**config.mk**
```make
export PLATFORM = sky130hd
export DESIGN_NAME = alu_seq
export DESIGN_NICKNAME = d
export VERILOG_FILES = /design/src/rtl/alu_seq_pkg.sv /design/src/rtl/alu_seq_mul.sv /design/src/rtl/alu_seq.sv
export SDC_FILE = /design/constraint.sdc
export NUM_CORES = 1
export LEC_CHECK = 0
export CAP_MARGIN = 0
export CORE_ASPECT_RATIO = 1.25
export CORE_UTILIZATION = 30
export DETAILED_ROUTE_END_ITERATION = 12
export PLACE_DENSITY = 0.54
export SLEW_MARGIN = 20
export SYNTH_ARGS = -nofsm -noshare
export SYNTH_HDL_FRONTEND = slang
export SYNTH_SLANG_ARGS = --single-unit
```
**constraint.sdc**
```tcl
create_clock -name Clk -period 5 [get_ports Clk]
set_input_delay 1 -clock Clk [delete_from_list [all_inputs] [get_ports Clk]]
set_output_delay 1 -clock Clk [all_outputs]
set_load 0.02 [all_outputs]
```
**src/rtl/alu_seq_pkg.sv**
```systemverilog
// Shared types for the sequential ALU: opcodes, FSM states, flags.
// Imported by alu_seq and alu_seq_mul.
package alu_seq_pkg;

  typedef enum logic [2:0] {
    OP_ADD  = 3'b000,
    OP_AND  = 3'b001,
    OP_NOT  = 3'b010,
    OP_PASS = 3'b011,
    OP_SUB  = 3'b100,
    OP_XOR  = 3'b101,
    OP_SHL  = 3'b110,
    OP_MUL  = 3'b111
  } alu_op_e;

  typedef enum logic {
    IDLE = 1'b0,
    MULT = 1'b1
  } state_e;

  typedef struct packed {
    logic n;
    logic z;
    logic p;
    logic v;
  } flags_t;

  // Reset flags: result 0 reads as zero.
  localparam flags_t FLAGS_RST = 4'b0100;

endpackage

```
**src/rtl/alu_seq_mul.sv**
```systemverilog
// Iterative shift-add multiplier, one iteration per cycle, WIDTH cycles.
// Ports: Clk, Reset (async low), start/a/b in, done/prod out.
module alu_seq_mul #(
  parameter int WIDTH = 16
) (
  input  logic             Clk,
  input  logic             Reset,
  input  logic             start,
  input  logic [WIDTH-1:0] a,
  input  logic [WIDTH-1:0] b,
  output logic             done,
  output logic [WIDTH-1:0] prod
);

  localparam int CNT_W = $clog2(WIDTH) + 1;

  logic [CNT_W-1:0] cnt_q, cnt_d;
  logic [WIDTH-1:0] acc_q, acc_d;
  logic [WIDTH-1:0] mcand_q, mcand_d;
  logic [WIDTH-1:0] mplier_q, mplier_d;

  always_comb begin
    cnt_d    = cnt_q;
    acc_d    = acc_q;
    mcand_d  = mcand_q;
    mplier_d = mplier_q;
    if (start) begin
      cnt_d    = CNT_W'(WIDTH);
      acc_d    = '0;
      mcand_d  = a;
      mplier_d = b;
    end else if (cnt_q != '0) begin
      if (mplier_q[0]) begin
        acc_d = acc_q + mcand_q;
      end
      mcand_d  = mcand_q << 1;
      mplier_d = mplier_q >> 1;
      cnt_d    = cnt_q - CNT_W'(1);
    end
  end

  // done marks the cycle whose edge performs the last iteration;
  // prod is the post-iteration accumulator so the top can load it
  // on that same edge.
  assign done = (cnt_q == CNT_W'(1));
  assign prod = acc_d;

  always_ff @(posedge Clk or negedge Reset) begin
    if (!Reset) begin
      cnt_q    <= '0;
      acc_q    <= '0;
      mcand_q  <= '0;
      mplier_q <= '0;
    end else begin
      cnt_q    <= cnt_d;
      acc_q    <= acc_d;
      mcand_q  <= mcand_d;
      mplier_q <= mplier_d;
    end
  end

endmodule

```
**src/rtl/alu_seq.sv**
```systemverilog
// Handshaked registered ALU with NZP/V flags; optional iterative MUL
// enabled by macro ALU_SEQ_MUL_EN (else op 111 returns 0 in one cycle).
// Ports: Clk, Reset(async low), in_valid/in_ready/op/A/B,
//        out_valid/out_ready/result/n_flag/z_flag/p_flag/v_flag.
module alu_seq
  import alu_seq_pkg::*;
#(
  parameter int WIDTH = 16
) (
  input  logic             Clk,
  input  logic             Reset,
  input  logic             in_valid,
  output logic             in_ready,
  input  logic [2:0]       op,
  input  logic [WIDTH-1:0] A,
  input  logic [WIDTH-1:0] B,
  output logic             out_valid,
  input  logic             out_ready,
  output logic [WIDTH-1:0] result,
  output logic             n_flag,
  output logic             z_flag,
  output logic             p_flag,
  output logic             v_flag
);

  localparam int  CNT_W = $clog2(WIDTH) + 1;
  localparam int  SH_W  = CNT_W - 1;
  localparam bit  POW2  = (WIDTH & (WIDTH - 1)) == 0;

  state_e           state_q, state_d;
  logic             out_valid_q, out_valid_d;
  logic [WIDTH-1:0] result_q, result_d;
  flags_t           flags_q, flags_d;

  logic             accept;
  logic             is_mul;
  logic [WIDTH-1:0] sum, diff, shl_res;
  logic [WIDTH-1:0] alu_res;
  logic             alu_v;
  logic [SH_W-1:0]  sh_amt;

  function automatic flags_t mk_flags(
    input logic [WIDTH-1:0] r,
    input logic             v
  );
    flags_t f;
    f.n = r[WIDTH-1];
    f.z = (r == '0);
    f.p = !r[WIDTH-1] && (r != '0);
    f.v = v;
    return f;
  endfunction

  assign in_ready = (state_q == IDLE) &&
                    (!out_valid_q || out_ready);
  assign accept   = in_valid && in_ready;

  assign sum    = A + B;
  assign diff   = A - B;
  assign sh_amt = B[SH_W-1:0];

  // Only a non-power-of-two WIDTH can see an amount >= WIDTH.
  if (POW2) begin : g_shl_p2
    assign shl_res = A << sh_amt;
  end else begin : g_shl_np2
    assign shl_res = (32'(sh_amt) >= WIDTH) ? '0 : (A << sh_amt);
  end

  always_comb begin
    alu_res = '0;
    alu_v   = 1'b0;
    unique case (alu_op_e'(op))
      OP_ADD: begin
        alu_res = sum;
        alu_v   = (A[WIDTH-1] == B[WIDTH-1]) &&
                  (sum[WIDTH-1] != A[WIDTH-1]);
      end
      OP_AND:  alu_res = A & B;
      OP_NOT:  alu_res = ~A;
      OP_PASS: alu_res = A;
      OP_SUB: begin
        alu_res = diff;
        alu_v   = (A[WIDTH-1] != B[WIDTH-1]) &&
                  (diff[WIDTH-1] != A[WIDTH-1]);
      end
      OP_XOR:  alu_res = A ^ B;
      OP_SHL:  alu_res = shl_res;
      OP_MUL:  alu_res = '0;
      default: alu_res = '0;
    endcase
  end

`ifdef ALU_SEQ_MUL_EN
  logic             mul_start;
  logic             mul_done;
  logic [WIDTH-1:0] mul_prod;

  assign is_mul    = (alu_op_e'(op) == OP_MUL);
  assign mul_start = accept && is_mul;

  alu_seq_mul #(
    .WIDTH (WIDTH)
  ) u_mul (
    .Clk   (Clk),
    .Reset (Reset),
    .start (mul_start),
    .a     (A),
    .b     (B),
    .done  (mul_done),
    .prod  (mul_prod)
  );
`else
  assign is_mul = 1'b0;
`endif

  always_comb begin
    state_d     = state_q;
    out_valid_d = out_valid_q;
    result_d    = result_q;
    flags_d     = flags_q;
    if (out_valid_q && out_ready) begin
      out_valid_d = 1'b0;
    end
    unique case (state_q)
      IDLE: begin
        if (accept) begin
          if (is_mul) begin
            state_d = MULT;
          end else begin
            result_d    = alu_res;
            flags_d     = mk_flags(alu_res, alu_v);
            out_valid_d = 1'b1;
          end
        end
      end
      MULT: begin
`ifdef ALU_SEQ_MUL_EN
        // Output register was empty or drained on entry.
        if (mul_done) begin
          state_d     = IDLE;
          result_d    = mul_prod;
          flags_d     = mk_flags(mul_prod, 1'b0);
          out_valid_d = 1'b1;
        end
`else
        state_d = IDLE;
`endif
      end
      default: state_d = IDLE;
    endcase
  end

  always_ff @(posedge Clk or negedge Reset) begin
    if (!Reset) begin
      state_q     <= IDLE;
      out_valid_q <= 1'b0;
      result_q    <= '0;
      flags_q     <= FLAGS_RST;
    end else begin
      state_q     <= state_d;
      out_valid_q <= out_valid_d;
      result_q    <= result_d;
      flags_q     <= flags_d;
    end
  end

  assign out_valid = out_valid_q;
  assign result    = result_q;
  assign n_flag    = flags_q.n;
  assign z_flag    = flags_q.z;
  assign p_flag    = flags_q.p;
  assign v_flag    = flags_q.v;

endmodule
```
=== After elaboration in Yosys (flattened, before gate mapping) ===
Index checks and enable logic that the tools add are counted.

* Bitwise operators: 3
* Shift-type cells: 1
* Eq/ne operators: 11
* Add/sub/neg operators: 2
* Muxes and demuxes: 4
* Reductions and logical operators: 12

{| class="wikitable"
|+ Operators by type and width
! operator !! number
|-
| $pmux W16 S8 || 1
|-
| $add A16 B16 Y16 || 1
|-
| $and A16 B16 Y16 || 1
|-
| $logic_not A16 Y1 || 1
|-
| $not A16 Y16 || 1
|-
| $reduce_bool A16 Y1 || 1
|-
| $shl A16 B4 Y16 || 1
|-
| $sub A16 B16 Y16 || 1
|-
| $xor A16 B16 Y16 || 1
|-
| $eq A3 B3 Y1 const B || 4
|-
| $eq A3 B2 Y1 const B || 2
|-
| $logic_and A1 B1 Y1 || 5
|-
| $eq A3 B1 Y1 const B || 1
|-
| $logic_not A3 Y1 || 1
|-
| $ne A1 B1 Y1 || 3
|-
| $logic_not A1 Y1 || 2
|-
| $mux W1 || 2
|-
| $pmux W1 S2 || 1
|-
| $reduce_bool A2 Y1 || 1
|-
| $eq A1 B1 Y1 || 1
|-
| $logic_or A1 B1 Y1 || 1
|}

* Input port bits: 39
* Output and inout port bits: 22
* Bits in registers: 21
* Word-level logic and storage cells: 39

=== Logic depth before layout (Yosys ltp) ===
Gate-level depths: netlist (run 1).

* Word-level depth: 4
* Depth in mapped cells: 13
* Gate-level depth less buffers: 12

=== Least setup slack after synthesis (run 1) ===
Ideal clock, no wire load.

* Kind: input to register
* Start point: input B[1]
* End point: register flags_q, in the netlist z_flag
* Data arrival time: 3,706 ps
* Setup time: 63 ps
* Stages: 13
* Data required time: 4,937 ps
* Path slack: 1,231 ps
* Buffers on the path: 2
* Cells stage by stage: buf_6 inv_1 buf_2 fa_1 or2_1 a221oi_2 o311ai_0 a21boi_0 xnor2_1 a2111oi_2 nand4b_1 nor4_2 a32o_1

* Cells in the longest elaborated chain, start to end: 3
* Elaborated cells between the ends (all ways): 7
* Classes of those cells: add/sub (2); shift (1); mux (1); bitwise (2); reduce/logical (1)

{| class="wikitable"
|+ RTL lines
! what !! line !! RTL
|-
| from (decl) || alu_seq.sv:16 || <nowiki>input logic [WIDTH-1:0] B,</nowiki>
|-
| $sub A16 B16 Y16, or another cell as far along || alu_seq.sv:59 || <nowiki>assign diff = A - B;</nowiki>
|-
| $pmux W16 S8 * || alu_seq.sv:72 || <nowiki>unique case (alu_op_e'(op))</nowiki>
|-
| $logic_not A16 Y1 * || alu_seq.sv:48 || <nowiki>f.z = (r == '0);</nowiki>
|-
| to (signal assigned) || alu_seq.sv:163 || <nowiki>flags_q <= flags_d;</nowiki>
|-
| to (decl) || alu_seq.sv:33 || <nowiki>flags_t flags_q, flags_d;</nowiki>
|}

Mark *: on every way between the ends. The rest lies on a longest branch, timed or not.
A chain may end at the register's enable or synchronous reset.

=== Final worst setup path (run 1) ===
* Start point: input A[7]
* End point: register flags_q, in the netlist z_flag

* Cells in the longest elaborated chain, start to end: 3
* Elaborated cells between the ends (all ways): 8
* Classes of those cells: add/sub (2); shift (1); mux (1); bitwise (3); reduce/logical (1)

{| class="wikitable"
|+ RTL lines
! what !! line !! RTL
|-
| from (decl) || alu_seq.sv:15 || <nowiki>input logic [WIDTH-1:0] A,</nowiki>
|-
| $sub A16 B16 Y16, or another cell as far along || alu_seq.sv:59 ||
|-
| $pmux W16 S8 * || alu_seq.sv:72 ||
|-
| $logic_not A16 Y1 * || alu_seq.sv:48 ||
|}

Marked as above.

==> metrics.md, run 1 <==
| Metric | Value |
|---|---|
| Result of the run | `complete, no violations` |
| Total met3 wirelength after detailed routing | `716 um` |
| Final WL | `13800 um` |
| Required time of the critical path | `approximately 5200 ps` |
| Top_reg_cell synth | `sky130_fd_sc_hd__dfrtp_1` |
| Sinks on the clock net | `20` |
| Max-capacitance violation count | `0` |
| Syn nets | `around 550` |
| Number of antenna-violating nets in the routed design | `0` |
| Clock skew after layout | `1.48 ps` |
| FF-to-FF path depth | `7` |
| Register area share after synthesis | `12.5%` |
| CTS root buffer | `sky130_fd_sc_hd__clkbuf_16` |
| Mean Syn Cell Area | `8.40 um^2` |
| Combined area of all synthesized cells | `~0.0040 mm^2` |
| Post-layout instance count excluding filler cells | `694` |
| Resized Gates After CTS | `0` |
| Share of synthesized flip-flops with an asynchronous set or reset | `100%` |
| Placed standard-cell area | `0.00467 mm^2` |
| Unrepaired setup endpoints after global routing | `no` |
| Share of cells above drive strength 1 | `14.4%` |
| Commonest non-fill, non-tap cell in the layout | `sky130_fd_sc_hd__clkdlybuf4s50_1` |
| Initial DRC count | `roughly 470` |
| Post-detailed-placement half-perimeter wirelength | `11000 um` |
| Met1 routed wirelength after detailed routing | `6130 um` |
| Family with the most delay on the worst path | `simple AND/OR/NAND/NOR gates` |
| Overall die width | `around 110 um` |
| Worst Tran Pin Value | `825 ps` |
| Standard-cell rows | `46` |
| Pre-CTS setup slack | `367 ps` |
| Total negative slack | `0 ps` |
| Number of standard cells after synthesis | `479` |
| Via count | `approximately 4200` |
| Final non-filler cell area | `0.00475 mm^2` |
| Minimum clock period | `4400 ps` |
| Total Nets Final | `601` |
| Setup slack of the most critical reg-to-reg path | `2600 ps` |
| Number of synthesized register bits | `20` |
| Core area | `0.0129 mm^2` |
| Sw Share | `40.9%` |
| TritonCTS buffer count | `3` |
| Hold Path Cell Cnt | `2` |
| Routed wire per std cell | `about 20 um` |
| Cell depth of the worst setup path | `11` |
| Post-synth EDFFs | `0` |
| First-pass DRT Iterations | `5` |
| Clk slew on worst S/H paths | `50 ps` |
| Number of buffers added for setup after CTS | `0` |
| Critical path buffer and inverter count | `1` |
| Chain of cells forming the critical path | `clkdlybuf4s50_1 -> ha_1 -> nand2b_1 -> or4b_2 -> o21ai_1 -> mux2i_1 -> xnor2_1 -> a221o_2 -> nand4b_1 -> nor4_2 -> a32o_1` |
| Clock network latency to the later pin of the worst-skew pair | `240 ps` |
| Die H | `about 130 um` |
| Commonest cells after routing, fill and taps aside | `sky130_fd_sc_hd__clkdlybuf4s50_1, sky130_fd_sc_hd__a21oi_1, sky130_fd_sc_hd__ha_1` |
| Hold Buf Count CTS | `0` |
| Least setup slack across all paths after layout | `595 ps` |
| Clock H-tree levels | `1` |
| Worst min path class | `flop to flop` |
| DRC violation count after routing | `0` |
| Setup crit start kind | `input port` |
| Clock tree from TritonCTS | `built` |
| Wire length of the first global-routing pass | `22300 um` |
| Worst-path maximum fanout | `9` |
| Area of the die | `0.0139 mm^2` |
| Final Setup Violations | `0` |
| Placer Congestion | `between 0.9 and 1` |
| Crit path DAT | `4590 ps` |
| Ports placed on the boundary | `around 60` |
| Delay of the slowest cell on the worst path | `580 ps` |
| Part of the total power dissipated in sequential elements | `22.1%` |
| Net load switching power | `roughly 380 uW` |
| Internal power consumption | `roughly 560 uW` |
| Maximum number of pins on one net before global-route repair | `38` |
| Number of warnings printed during yosys synthesis | `0` |
| Highest routed metal layer | `met4` |
| Worst path slowest cell | `sky130_fd_sc_hd__or4b_2` |
| Final count of pins violating max slew | `0` |
| Antenna diode count | `0` |
| Final clock period utilization by the worst path | `about nine tenths` |
| Synth cell types | `81` |
| Comb power frac | `61.1%` |
| Fill cell count | `1387` |
| Aggregate global-route resource usage | `20.0%` |
| CTS max path bufs | `2` |
| Number of antenna violations at the first check in global routing | `0` |
| Leakage power of the design | `1.88 nW` |
| Worst-case headroom to the max-slew limit | `44.8%` |
| Starting density of the core | `31.2%` |
| Met2 wirelength from detailed routing | `about 6600 um` |
| Power density relative to cell area | `just under 200 mW/mm^2` |
| Post-placement cell count | `a little under 700` |
| Port Buffers | `60` |
| Category of the most critical setup path | `input port to flop` |
| Number of global-route vias before repair | `3968` |
| Maximum vdd ir drop | `0.000178 V` |
| Number of failing hold endpoints at the final stage | `0` |
| Detail-routed via count per cell | `about 6` |
| Remaining Overflow, GRT | `0` |
| Fmax | `around 0.23 GHz` |
| Area grow syn2layout | `18.1%` |
| Crit end category | `flop` |
| Share of total power in the clock network | `16.8%` |
## synthesized netlist by cell type (all sizes together), types with 9 or more instances
cell type	number	area share, %
o22a	9	2.0
nand2b	9	1.4
nor2	29	2.7
ha	33	10
o21ai	22	2.7
nand2	29	2.8
o22ai	10	1.7
nand3	11	1.4
mux2	27	7.6
inv	31	2.9
buf	14	3.1
clkbuf	19	3.9
a21oi	33	4.1
xnor2	9	2.0
dfrtp	19	12
nor3	12	1.5
mux2i	20	5.3
## cell type report
type	count	area [um^2]	area share [%]
Timing Repair Buffer	77	728	15.3
Tap cell	168	210	4.42
Sequential cell	20	502	10.6
Inverter	32	120	2.53
Multi-Input combinational cell	393	3110	65.5
Clock buffer	4	78.8	1.66
## metrics by stage
stage	hold WS, ps	utilization (%)	total power, mW
floorplan	590	-	0.577
global placement	465	36.2	0.773
detailed placement	476	36.2	0.777
CTS	488	36.9	0.940
global route	521	36.9	0.999
finish	482	36.9	0.939
## power groups by stage
stage                     logic (mW)  registers (mW)  clock network [mW]
after floorplan                0.328           0.249                   0
after global placement         0.563           0.210                   0
after detailed placement       0.566           0.211                   0
after CTS                      0.569           0.208               0.162
after global routing           0.619           0.212               0.168
final                          0.574           0.207               0.158
## worst register-to-register path, delay by kind of cell (launching register included)
| family | cells | cell delay, ps |
|---|---|---|
| simple gates | 3 | 560 |
| flops | 1 | 370 |
| compound gates | 4 | 1410 |
## per-layer routing
layer | GRT usage (%) | vias up
met1 | 26.8 | 2034
met4 | 5.94 | 0
met3 | 1.59 | 29
met5 | 0 | -
met2 | 34.1 | 173
li1 | - | 1921
## cells by family (layout without fill, tap and decap cells)
kind of cell               Yosys count  count (layout)  share of synthesized area (%)
AOI/OAI and AO/OA                  151             151                           27.2
and+or+nand+nor                    139             139                           18.3
buffers and inverters               66             113                           10.2
muxes                               55              55                           17.8
adders and majority gates           35              35                           11.3
DFF                                 20              20                           12.5
xor gates and xnor gates            13              13                           2.83
## final timing paths
check	startpoint	end
min in group asynchronous	Reset	result[4]$_DFFE_PN0P_
max	A[7]	z_flag$_DFFE_PN1P_
max reg2reg	out_valid$_DFFE_PN0P_	z_flag$_DFFE_PN1P_
min reg2reg	result[2]$_DFFE_PN0P_	result[2]$_DFFE_PN0P_
max in group asynchronous	Reset	result[11]$_DFFE_PN0P_
min	result[2]$_DFFE_PN0P_	result[2]$_DFFE_PN0P_
## registers in the layout (all words and copies together), names as in the netlist
name       cells
result        16
z_flag         1
out_valid      1
v_flag         1
p_flag         1
(Power assumes the default switching activity.)
==> run 2, diff against run 1 <==
--- a/config.mk
+++ b/config.mk
@@ -7,2 +7,3 @@
 export LEC_CHECK = 0
+export ABC_CLOCK_PERIOD_IN_PS = 5000
 export CAP_MARGIN = 0
--- a/constraint.sdc
+++ b/constraint.sdc
@@ -3,2 +3,2 @@
 set_output_delay 1 -clock Clk [all_outputs]
-set_load 0.02 [all_outputs]
+set_load 0.1 [all_outputs]
==> results of run 2 <==
The final DEF is identical to that of run 1. Status: complete, no violations.
Among the figures that moved: total power 0.939 mW -> 1.14 mW; worst IR drop on VDD 0.000178 V -> 0.000257 V
